### src/rtl/mem_stage_if.sv
// -----------------------------------------------------------------------------
// mem_stage_if
// Request/acknowledge data-memory bus between the memory-access stage and the
// data memory.
//
//   req    stage -> memory  access request, held until ack
//   we     stage -> memory  request is a write
//   addr   stage -> memory  word-aligned byte address
//   wdata  stage -> memory  store data
//   ack    memory -> stage  one-cycle completion pulse
//   rdata  memory -> stage  read data, valid with ack
//
// master: the pipeline stage side.  slave: the memory side.
// -----------------------------------------------------------------------------
interface mem_stage_if #(
    parameter int ADDR_W = 32,
    parameter int DATA_W = 32
);
    logic              req;
    logic              we;
    logic [ADDR_W-1:0] addr;
    logic [DATA_W-1:0] wdata;
    logic              ack;
    logic [DATA_W-1:0] rdata;

    modport master (
        output req, we, addr, wdata,
        input  ack, rdata
    );

    modport slave (
        input  req, we, addr, wdata,
        output ack, rdata
    );
endinterface

### src/rtl/mem_stage.sv
// -----------------------------------------------------------------------------
// mem_stage
// Pipeline memory-access stage.  Takes the execute bundle, performs at most one
// outstanding load/store over the dmem bus, and produces the writeback bundle
// and the registered branch redirect.  stall_flag freezes the execute stage
// while an access is in flight.
//
// Ports:
//   clk, reset            clock, asynchronous active-high reset
//   ex_*                  execute bundle (ex_result doubles as byte address)
//   stall_flag            combinational stall back to execute
//   dmem (master)         request/ack data-memory bus
//   wb_valid/reg_write/rd/data   writeback bundle (wb_valid is a pulse)
//   pc_src, pc_target     branch redirect (pc_src is a pulse)
//   mem_err               pulse on malformed or misaligned memory op
//
// The address is taken from the low ADDR_W bits of ex_result, so ADDR_W must
// not exceed DATA_W.
// -----------------------------------------------------------------------------
module mem_stage #(
    parameter int ADDR_W = 32,
    parameter int DATA_W = 32
) (
    input  logic              clk,
    input  logic              reset,
    input  logic              ex_valid,
    input  logic [DATA_W-1:0] ex_result,
    input  logic [DATA_W-1:0] ex_store_data,
    input  logic              ex_mem_read,
    input  logic              ex_mem_write,
    input  logic              ex_reg_write,
    input  logic [4:0]        ex_rd,
    input  logic              ex_branch,
    input  logic              ex_zero,
    input  logic [ADDR_W-1:0] ex_branch_target,
    output logic              stall_flag,
    mem_stage_if.master       dmem,
    output logic              wb_valid,
    output logic              wb_reg_write,
    output logic [4:0]        wb_rd,
    output logic [DATA_W-1:0] wb_data,
    output logic              pc_src,
    output logic [ADDR_W-1:0] pc_target,
    output logic              mem_err
);

    typedef enum logic {S_IDLE, S_WAIT} state_t;

    state_t state, next_state;

    logic       accept;
    logic       one_op;
    logic       aligned;
    logic       launch;
    logic       bad_op;
    logic       alu_op;
    logic       done;

    // Access context kept across the WAIT state
    logic [4:0] lat_rd;
    logic       lat_reg_write;
    logic       lat_load;

    // State register
    always_ff @(posedge clk or posedge reset) begin
        if (reset) state <= S_IDLE;
        else       state <= next_state;
    end

    // Instruction classification, next state and the combinational stall.
    // Only IDLE looks at the execute bundle; in WAIT it is ignored entirely.
    always_comb begin
        next_state = state;
        accept     = (state == S_IDLE) && ex_valid;
        one_op     = ex_mem_read ^ ex_mem_write;
        aligned    = (ex_result[1:0] == 2'b00);
        launch     = accept && one_op && aligned;
        bad_op     = accept && ((ex_mem_read && ex_mem_write) || (one_op && !aligned));
        alu_op     = accept && !ex_mem_read && !ex_mem_write;
        done       = (state == S_WAIT) && dmem.ack;
        case (state)
            S_IDLE: if (launch) next_state = S_WAIT;
            S_WAIT: if (dmem.ack) next_state = S_IDLE;
            default: next_state = S_IDLE;
        endcase
        // Low in the ack cycle so execute advances on the completing edge
        stall_flag = launch || ((state == S_WAIT) && !dmem.ack);
    end

    // Registered outputs: memory request, writeback bundle, redirect, error.
    // Pulses default low each cycle; data outputs hold until rewritten.
    always_ff @(posedge clk or posedge reset) begin
        if (reset) begin
            dmem.req      <= 1'b0;
            dmem.we       <= 1'b0;
            dmem.addr     <= '0;
            dmem.wdata    <= '0;
            lat_rd        <= '0;
            lat_reg_write <= 1'b0;
            lat_load      <= 1'b0;
            wb_valid      <= 1'b0;
            wb_reg_write  <= 1'b0;
            wb_rd         <= '0;
            wb_data       <= '0;
            pc_src        <= 1'b0;
            pc_target     <= '0;
            mem_err       <= 1'b0;
        end else begin
            wb_valid <= 1'b0;
            pc_src   <= 1'b0;
            mem_err  <= 1'b0;

            if (accept) begin
                pc_src    <= ex_branch && ex_zero;
                pc_target <= ex_branch_target;
            end

            if (launch) begin
                dmem.req      <= 1'b1;
                dmem.we       <= ex_mem_write;
                dmem.addr     <= ex_result[ADDR_W-1:0];
                dmem.wdata    <= ex_store_data;
                lat_rd        <= ex_rd;
                lat_reg_write <= ex_reg_write;
                lat_load      <= ex_mem_read;
            end

            if (alu_op) begin
                wb_valid     <= 1'b1;
                wb_data      <= ex_result;
                wb_rd        <= ex_rd;
                wb_reg_write <= ex_reg_write;
            end

            if (bad_op) begin
                wb_valid     <= 1'b1;
                mem_err      <= 1'b1;
                wb_reg_write <= 1'b0;
                wb_rd        <= ex_rd;
            end

            // Stores complete without touching the register file or wb_data
            if (done) begin
                dmem.req     <= 1'b0;
                wb_valid     <= 1'b1;
                wb_rd        <= lat_rd;
                wb_reg_write <= lat_load && lat_reg_write;
                if (lat_load) wb_data <= dmem.rdata;
            end
        end
    end

endmodule

### src/flat_wrapper.sv
// flat-port wrapper written by rule: the top's interface ports become plain ports
module mem_stage_flat 
#(
    parameter int ADDR_W = 32,
    parameter int DATA_W = 32
)
  (clk, reset, ex_valid, ex_result, ex_store_data, ex_mem_read, ex_mem_write, ex_reg_write, ex_rd, ex_branch, ex_zero, ex_branch_target, stall_flag, wb_valid, wb_reg_write, wb_rd, wb_data, pc_src, pc_target, mem_err, dmem_req, dmem_we, dmem_addr, dmem_wdata, dmem_ack, dmem_rdata);
  mem_stage_if #(.ADDR_W(ADDR_W), .DATA_W(DATA_W)) dmem_i ();
  input  logic clk;
  input  logic reset;
  input  logic ex_valid;
  input  logic [DATA_W-1:0] ex_result;
  input  logic [DATA_W-1:0] ex_store_data;
  input  logic ex_mem_read;
  input  logic ex_mem_write;
  input  logic ex_reg_write;
  input  logic [4:0] ex_rd;
  input  logic ex_branch;
  input  logic ex_zero;
  input  logic [ADDR_W-1:0] ex_branch_target;
  output logic stall_flag;
  output logic wb_valid;
  output logic wb_reg_write;
  output logic [4:0] wb_rd;
  output logic [DATA_W-1:0] wb_data;
  output logic pc_src;
  output logic [ADDR_W-1:0] pc_target;
  output logic mem_err;
  output wire logic [$bits(dmem_i.req)-1:0] dmem_req;
  output wire logic [$bits(dmem_i.we)-1:0] dmem_we;
  output wire logic [$bits(dmem_i.addr)-1:0] dmem_addr;
  output wire logic [$bits(dmem_i.wdata)-1:0] dmem_wdata;
  input wire logic [$bits(dmem_i.ack)-1:0] dmem_ack;
  input wire logic [$bits(dmem_i.rdata)-1:0] dmem_rdata;
  assign dmem_req = dmem_i.req;
  assign dmem_we = dmem_i.we;
  assign dmem_addr = dmem_i.addr;
  assign dmem_wdata = dmem_i.wdata;
  assign dmem_i.ack = dmem_ack;
  assign dmem_i.rdata = dmem_rdata;
  mem_stage #(.ADDR_W(ADDR_W), .DATA_W(DATA_W)) u_core (.clk(clk), .reset(reset), .ex_valid(ex_valid), .ex_result(ex_result), .ex_store_data(ex_store_data), .ex_mem_read(ex_mem_read), .ex_mem_write(ex_mem_write), .ex_reg_write(ex_reg_write), .ex_rd(ex_rd), .ex_branch(ex_branch), .ex_zero(ex_zero), .ex_branch_target(ex_branch_target), .stall_flag(stall_flag), .dmem(dmem_i), .wb_valid(wb_valid), .wb_reg_write(wb_reg_write), .wb_rd(wb_rd), .wb_data(wb_data), .pc_src(pc_src), .pc_target(pc_target), .mem_err(mem_err));
endmodule
### config.mk
export PLATFORM = sky130hd
export DESIGN_NAME = mem_stage_flat
export DESIGN_NICKNAME = d
export VERILOG_FILES = /design/src/rtl/mem_stage_if.sv /design/src/rtl/mem_stage.sv /design/src/flat_wrapper.sv
export SDC_FILE = /design/constraint.sdc
export NUM_CORES = 1
export LEC_CHECK = 0
export CAP_MARGIN = 20
export CELL_PAD_IN_SITES_DETAIL_PLACEMENT = 0
export CELL_PAD_IN_SITES_GLOBAL_PLACEMENT = 2
export CORE_AREA = 2 2 157 159
export CTS_BUF_LIST = sky130_fd_sc_hd__clkbuf_8
export DETAILED_ROUTE_END_ITERATION = 7
export DIE_AREA = 0 0 159 161
export MAX_ROUTING_LAYER = met4
export PLACE_DENSITY_LB_ADDON = 0.1
export SYNTH_ARGS = -nofsm -noshare
export SYNTH_HDL_FRONTEND = slang
export SYNTH_SLANG_ARGS = --single-unit
### constraint.sdc
create_clock -name clk -period 5.55 [get_ports clk]
set_clock_uncertainty 0.2 [all_clocks]
set_input_delay 0.8325 -clock clk [delete_from_list [all_inputs] [get_ports clk]]
set_output_delay 0.8325 -clock clk [all_outputs]
set_load 0.05 [all_outputs]
==> results.yml, run 1 <==
outcome:
  outcome: "complete, no violations"
finish:
  drive_gt1_frac: 0.1473
  layout.nets: 905
  fin_cells: 1100
  area_growth_pct: 60.16
logic_synthesis:
  netlist_top_cells_count: "147 x dfrtp_1, 131 x nand2_1, 69 x mux2_2"
  syn_area_per_cell_um2: 12.27
  synthTopCellsByArea: "dfrtp_1 62%, mux2_2 13%, nand2_1 8.3%, mux2i_1 6.3%, o21ai_1 2.3%"
  synth_warnings: 0
  netlist_area_mm2: 0.005913
  yosysTopAreaCellShare: 0.6221
  ys_seq_area_frac: 0.6221
  yosysMostFrequentCell: "dfrtp_1"
  yosysUniqueCellTypes: 28
  synth_async_sr_flop_share: 1.000
  syn_nets: 625
  synth_top_area_cell: "dfrtp_1"
  ys.flop_type: "dfrtp_1"
  ys_ff_latch: 147
  synth_edf_count: 0
  netlist_instances: 482
worst_setup_path:
  path_cells: "clkdlybuf4s50_1, ha_1, nand3_4, o21ai_0, clkdlybuf4s50_1"
  timing_worst_setup_path_type: "input port to primary output"
  crit_family: "buffers and inverters"
  path_buf_inv: 2
  crit_path_frequent_cell: "clkdlybuf4s50_1"
  cp_slowest_cell: "clkdlybuf4s50_1"
  path_max_fanout: 4
  end_kind: "primary output"
  worstPathArrival_ns: 2.83
  startpoint_type: "input port"
  critPathMaxStageDelay_ns: 0.87
  cp.required_ns: 4.52
die:
  die_x_um: 159
  core_mm2: 0.02396
  pin_count: 282
  rows: 57
  initial_core_util: 0.2468
  dieHeight_um: 161
  die-area_mm2: 0.02560
clock_network:
  cts-resized-gates: 0
  cts_sinks: 147
  clkLatencyLatePin_ns: 0.44
  htreeDepth: 4
  cts_root_buffer: "clkbuf_8"
  post_cts_buffers: 0
  cts_tree: "yes"
  numCtsBuffers: 17
  max-clock-path-buffers: 2
  path_clk_slew_ns: 0.09
  hold_buffers: 0
worst_hold_path:
  hold_class: "register to register"
timing:
  fmax_mhz: 258.6
  post-route-period-util: 0.6967
  finalSetupTns_ns: 0
  finalHoldViolCount: 0
  tightest_slew_ns: 1.083
  setup_viol_count_final: 0
  rsz0062_at_grt: "no"
  slew_headroom: 0.2779
  drv_slew: 0
  period_needed_ns: 3.866
  fin_ws_ns: 1.684
global_routing:
  gr-usage-met3: 0.04777
  gr-usage-met2: 0.2257
  use_met1: 0.1810
  grt_pass1_wl_um: 28340
  grt_max_degree: 90
  grt.busiest_layer: "met2"
  grt_overflow: 0
  grt_pass1_vias: 4990
  gr-usage-all-layers: 0.1460
  antenna_found_initial: 2
detailed_routing:
  via_per_inst: 4.156
  ant_nets: 0
  avgRoutedWirePerCell_um: 16.42
  drc_errors: 0
  vias: 4572
  dr.pass1.iters: 4
  totalWireLength_um: 18060
  drt_iter0_markers: 147
placement:
  port_buffers: 281
  place_ws_ns: 1.669
  dp_cells: 1066
  dp_hpwl_um: 12460
  place.gp.congestion: 0.7374
flow_run:
  drv_cap: 0
power:
  vdd_drop_max_uv: 145.0
  powerDensity_mw_per_mm2: 458.8
  p_leak_nw: 4.015
-- power breakdown --
part           switching [mW]  internal, mW  total (mW)
Clock                   0.424         0.487       0.911
Combinational            1.25         0.701        1.95
Sequential              0.139          1.34        1.48
-- metal layers --
metal | up-vias | wire (µm)
met3 | 12 | 1299
li1 | 2165 | -
met2 | 169 | 8579
met1 | 2226 | 7940
met5 | - | 0
met4 | 0 | 240
-- placed cells by master (no fill, tap or decap), types with 2 or more instances in the layout --
cell type / Yosys / routed
a21oi_1: 5 / 5
and2_1: 2 / 2
buf_4: 1 / 6
bufinv_16: 0 / 4
clkbuf_8: 0 / 17
clkdlybuf4s50_1: 0 / 281
clkinv_2: 0 / 3
dfrtp_1: 147 / 147
diode_2: 0 / 2
inv_1: 4 / 5
inv_6: 0 / 4
mux2_2: 69 / 69
mux2i_1: 37 / 37
nand2_1: 131 / 131
nor2_1: 8 / 8
nor3_1: 3 / 3
o21ai_0: 8 / 8
o21ai_1: 27 / 27
-- final timing paths --
path                                                  start                                to  slack (ns)  depth (start not counted)
setup reg to reg                     u_core.state$_DFF_PP0_  u_core.dmem.addr[11]$_DFFE_PP0P_        3.36                          4
max in group asynchronous                             reset  u_core.dmem.addr[11]$_DFFE_PP0P_        3.39                          3
hold reg to reg            u_core.pc_target[18]$_DFFE_PP0N_  u_core.pc_target[18]$_DFFE_PP0N_        0.28                          2
hold / removal             u_core.pc_target[18]$_DFFE_PP0N_  u_core.pc_target[18]$_DFFE_PP0N_        0.28                          2
setup / recovery                               ex_mem_write                        stall_flag        1.68                          5
min in group asynchronous                             reset  u_core.pc_target[20]$_DFFE_PP0N_        0.71                          2
-- flip-flops by register name (all words and copies together), names as in the netlist, 5 cells and up --
name               count
u_core.wb_rd           5
u_core.lat_rd          5
u_core.dmem.addr      32
u_core.pc_target      32
u_core.dmem.wdata     32
u_core.wb_data        32
-- kinds of logic (layout without fill, tap and decap cells) --
family | after synthesis | in the layout | share of synthesized area
simple gates | 151 | 151 | 0.1016
flops | 147 | 147 | 0.6221
mux | 106 | 106 | 0.1940
compound gates | 45 | 45 | 0.04380
buf+inv | 32 | 324 | 0.03640
fa+ha+maj | 1 | 1 | 0.002116
other cells | 0 | 2 | 0
-- per-stage QoR --
step / utilization / area, µm² / hold slack, ns / power (mW)
floorplan: - / 5913 / 0.2483 / 2.716
global placement: 0.3764 / 9019 / 0.2583 / 3.447
detailed placement: 0.3764 / 9019 / 0.2617 / 3.470
CTS: 0.3938 / 9438 / 0.2847 / 4.414
global route: 0.3952 / 9470 / 0.3111 / 4.556
finish: 0.3952 / 9470 / 0.2769 / 4.345
-- worst register-to-register path, cell delays in order (launching register included) --
cell,delay (ns)
dfrtp_1,0.41
nor2b_2,0.09
nand3_4,0.08
buf_4,0.78
mux2_2,0.53
-- area by class of cell --
cell class / count / area, µm²
antenna: 2 / 5.005
clock buffer: 17 / 234.0
clock inverter: 14 / 185.2
fill: 2358 / 14490
inverter: 4 / 20.02
multi-input combinational: 303 / 2037
sequential: 147 / 3679
tap: 324 / 405.4
timing repair buffer: 289 / 2905
(Power assumes the default switching activity.)
==> run 2, diff against run 1 <==
==> constraint.sdc (replaced) <==
create_clock -name clk -period 3.73 [get_ports clk]
set_clock_uncertainty 0.2 [all_clocks]
set_input_delay 0.5595 -clock clk [delete_from_list [all_inputs] [get_ports clk]]
set_output_delay 0.5595 -clock clk [all_outputs]
set_load 0.05 [all_outputs]
==> run 2 against run 1 <==
Sequential share of layout area decreased by 0.19 points. Register-to-register slack got worse by 1.8 ns. Cell count about the same. First-iteration DRC count increased by 31%. Count of clock-buffer cells in the layout unchanged. Hold slack improved by 0.0016 ns. Die area unchanged. Highest routed layer unchanged.
==> results.yml, run 2 (synthesis gave the netlist of run 1 again) <==
detailed_routing:
  vias: 4558
  totalWireLength_um: 17750
  ant_nets: 0
  drc_errors: 0
  drt_iter0_markers: 192
  via_per_inst: 4.140
  avgRoutedWirePerCell_um: 16.12
  dr.pass1.iters: 4
placement:
  place.gp.congestion: 0.7232
  dp_hpwl_um: 12870
  port_buffers: 281
timing:
  finalSetupTns_ns: 0
  fmax_mhz: 371.9
  finalHoldViolCount: 0
  setup_viol_count_final: 0
  slew_headroom: 0.5476
  post-route-period-util: 0.7209
  drv_slew: 0
  rsz0062_at_grt: "no"
  tightest_slew_ns: 0.6786
  period_needed_ns: 2.689
finish:
  drive_gt1_frac: 0.1519
  final_common_cell: "clkdlybuf4s50_1"
  area_growth_pct: 60.94
  layout.nets: 908
  utilization: 0.3971
  layout_common_cells: "280 x clkdlybuf4s50_1, 147 x dfrtp_1, 131 x nand2_1"
  diodes: 0
clock_network:
  clkLatencyLatePin_ns: 0.42
  htreeDepth: 4
  cts_sinks: 147
  path_clk_slew_ns: 0.08
  cts_root_buffer: "clkbuf_8"
  post_cts_buffers: 0
  cts_tree: "yes"
  numCtsBuffers: 17
  cts-resized-gates: 0
  hold_buffers: 0
  max-clock-path-buffers: 2
worst_setup_path:
  cp.required_ns: 2.97
  cp_slowest_cell: "clkdlybuf4s50_1"
  timing_worst_setup_path_type: "input port to primary output"
  ff2ff_path_depth: 5
  regToRegSetupSlack_ns: 1.59
  startpoint_type: "input port"
  timing.rr.end: "u_core.wb_reg_write$_DFFE_PP0P_"
  end_kind: "primary output"
  critPathMaxStageDelay_ns: 0.51
  worstPathArrival_ns: 1.93
  crit_path_start: "ex_mem_read"
  path_cells: "clkdlybuf4s50_1, ha_1, nand3_4, o21ai_0, buf_12"
  crit_path_end: "stall_flag"
  crit-reg2reg-launch: "u_core.state$_DFF_PP0_"
  path_max_fanout: 4
die:
  die-area_mm2: 0.02560
  initial_core_util: 0.2468
  pin_count: 282
  die_x_um: 159
  rows: 57
  core_mm2: 0.02396
  dieHeight_um: 161
global_routing:
  gr-usage-all-layers: 0.1448
  grt_pass1_wl_um: 27860
  grt_overflow: 0
  grt_max_degree: 47
  grt_pass1_vias: 4911
  antenna_found_initial: 0
worst_hold_path:
  hold_class: "register to register"
flow_run:
  drv_cap: 0
power:
  powerDensity_mw_per_mm2: 685.0
  p_leak_nw: 4.035
  p_total_mw: 6.519
  vdd_drop_max_uv: 231.7
outcome:
  outcome: "complete, no violations"
-- run 2: layout make-up --
| cell class | count | area, µm² |
|---|---|---|
| inverters | 4 | 18.77 |
| clock buffers | 17 | 234.0 |
| clock inverters | 14 | 212.7 |
| flip-flops and latches | 147 | 3679 |
| well taps | 324 | 405.4 |
| repair buffers | 292 | 2930 |
| multi-input cells | 303 | 2037 |
| fillers | 2378 | 14450 |
-- run 2: worst min path at each step --
stage	cells after the start	from	to
global placement	2	u_core.pc_target[5]$_DFFE_PP0N_	u_core.pc_target[5]$_DFFE_PP0N_
floorplan	2	u_core.lat_reg_write$_DFFE_PP0P_	u_core.lat_reg_write$_DFFE_PP0P_
finish	2	u_core.pc_target[14]$_DFFE_PP0N_	u_core.pc_target[14]$_DFFE_PP0N_
CTS	2	u_core.pc_target[11]$_DFFE_PP0N_	u_core.pc_target[11]$_DFFE_PP0N_
detailed placement	2	u_core.pc_target[11]$_DFFE_PP0N_	u_core.pc_target[11]$_DFFE_PP0N_
global route	2	u_core.pc_target[25]$_DFFE_PP0N_	u_core.pc_target[25]$_DFFE_PP0N_
-- run 2: power breakdown --
part	internal (mW)	switching, mW
sequential	2.00	0.203
combinational	1.05	1.87
clock	0.793	0.614
total	3.84	2.68
-- run 2: routing by layer --
layer	vias up	track usage	part of all wire
met3	7	0.05496	0.073
li1	2173	-	-
met2	165	0.2342	0.48
met4	0	0.03471	0.0087
met5	-	-	0
met1	2213	0.1716	0.43
-- run 2: critical path: cells and delay by family --
kind            cells  cell delay, ns
simple gates        1            0.08
compound gates      1            0.16
fa+ha+maj           1            0.42
buf+inv             2            0.70
-- run 2: metrics by stage --
| step | area, µm² | cells | setup slack, ns | hold WS [ns] |
|---|---|---|---|---|
| 2_1_floorplan | 5917 | 482 | 1.123 | 0.2483 |
| 3_3_place_gp | 9070 | 1070 | 0.9078 | 0.2582 |
| 3_5_place_dp | 9070 | 1070 | 0.8781 | 0.2607 |
| 4_1_cts | 9517 | 1101 | 1.032 | 0.2828 |
| 5_1_grt | 9517 | 1101 | 0.9870 | 0.3050 |
| 6_report | 9517 | 1101 | 1.041 | 0.2785 |
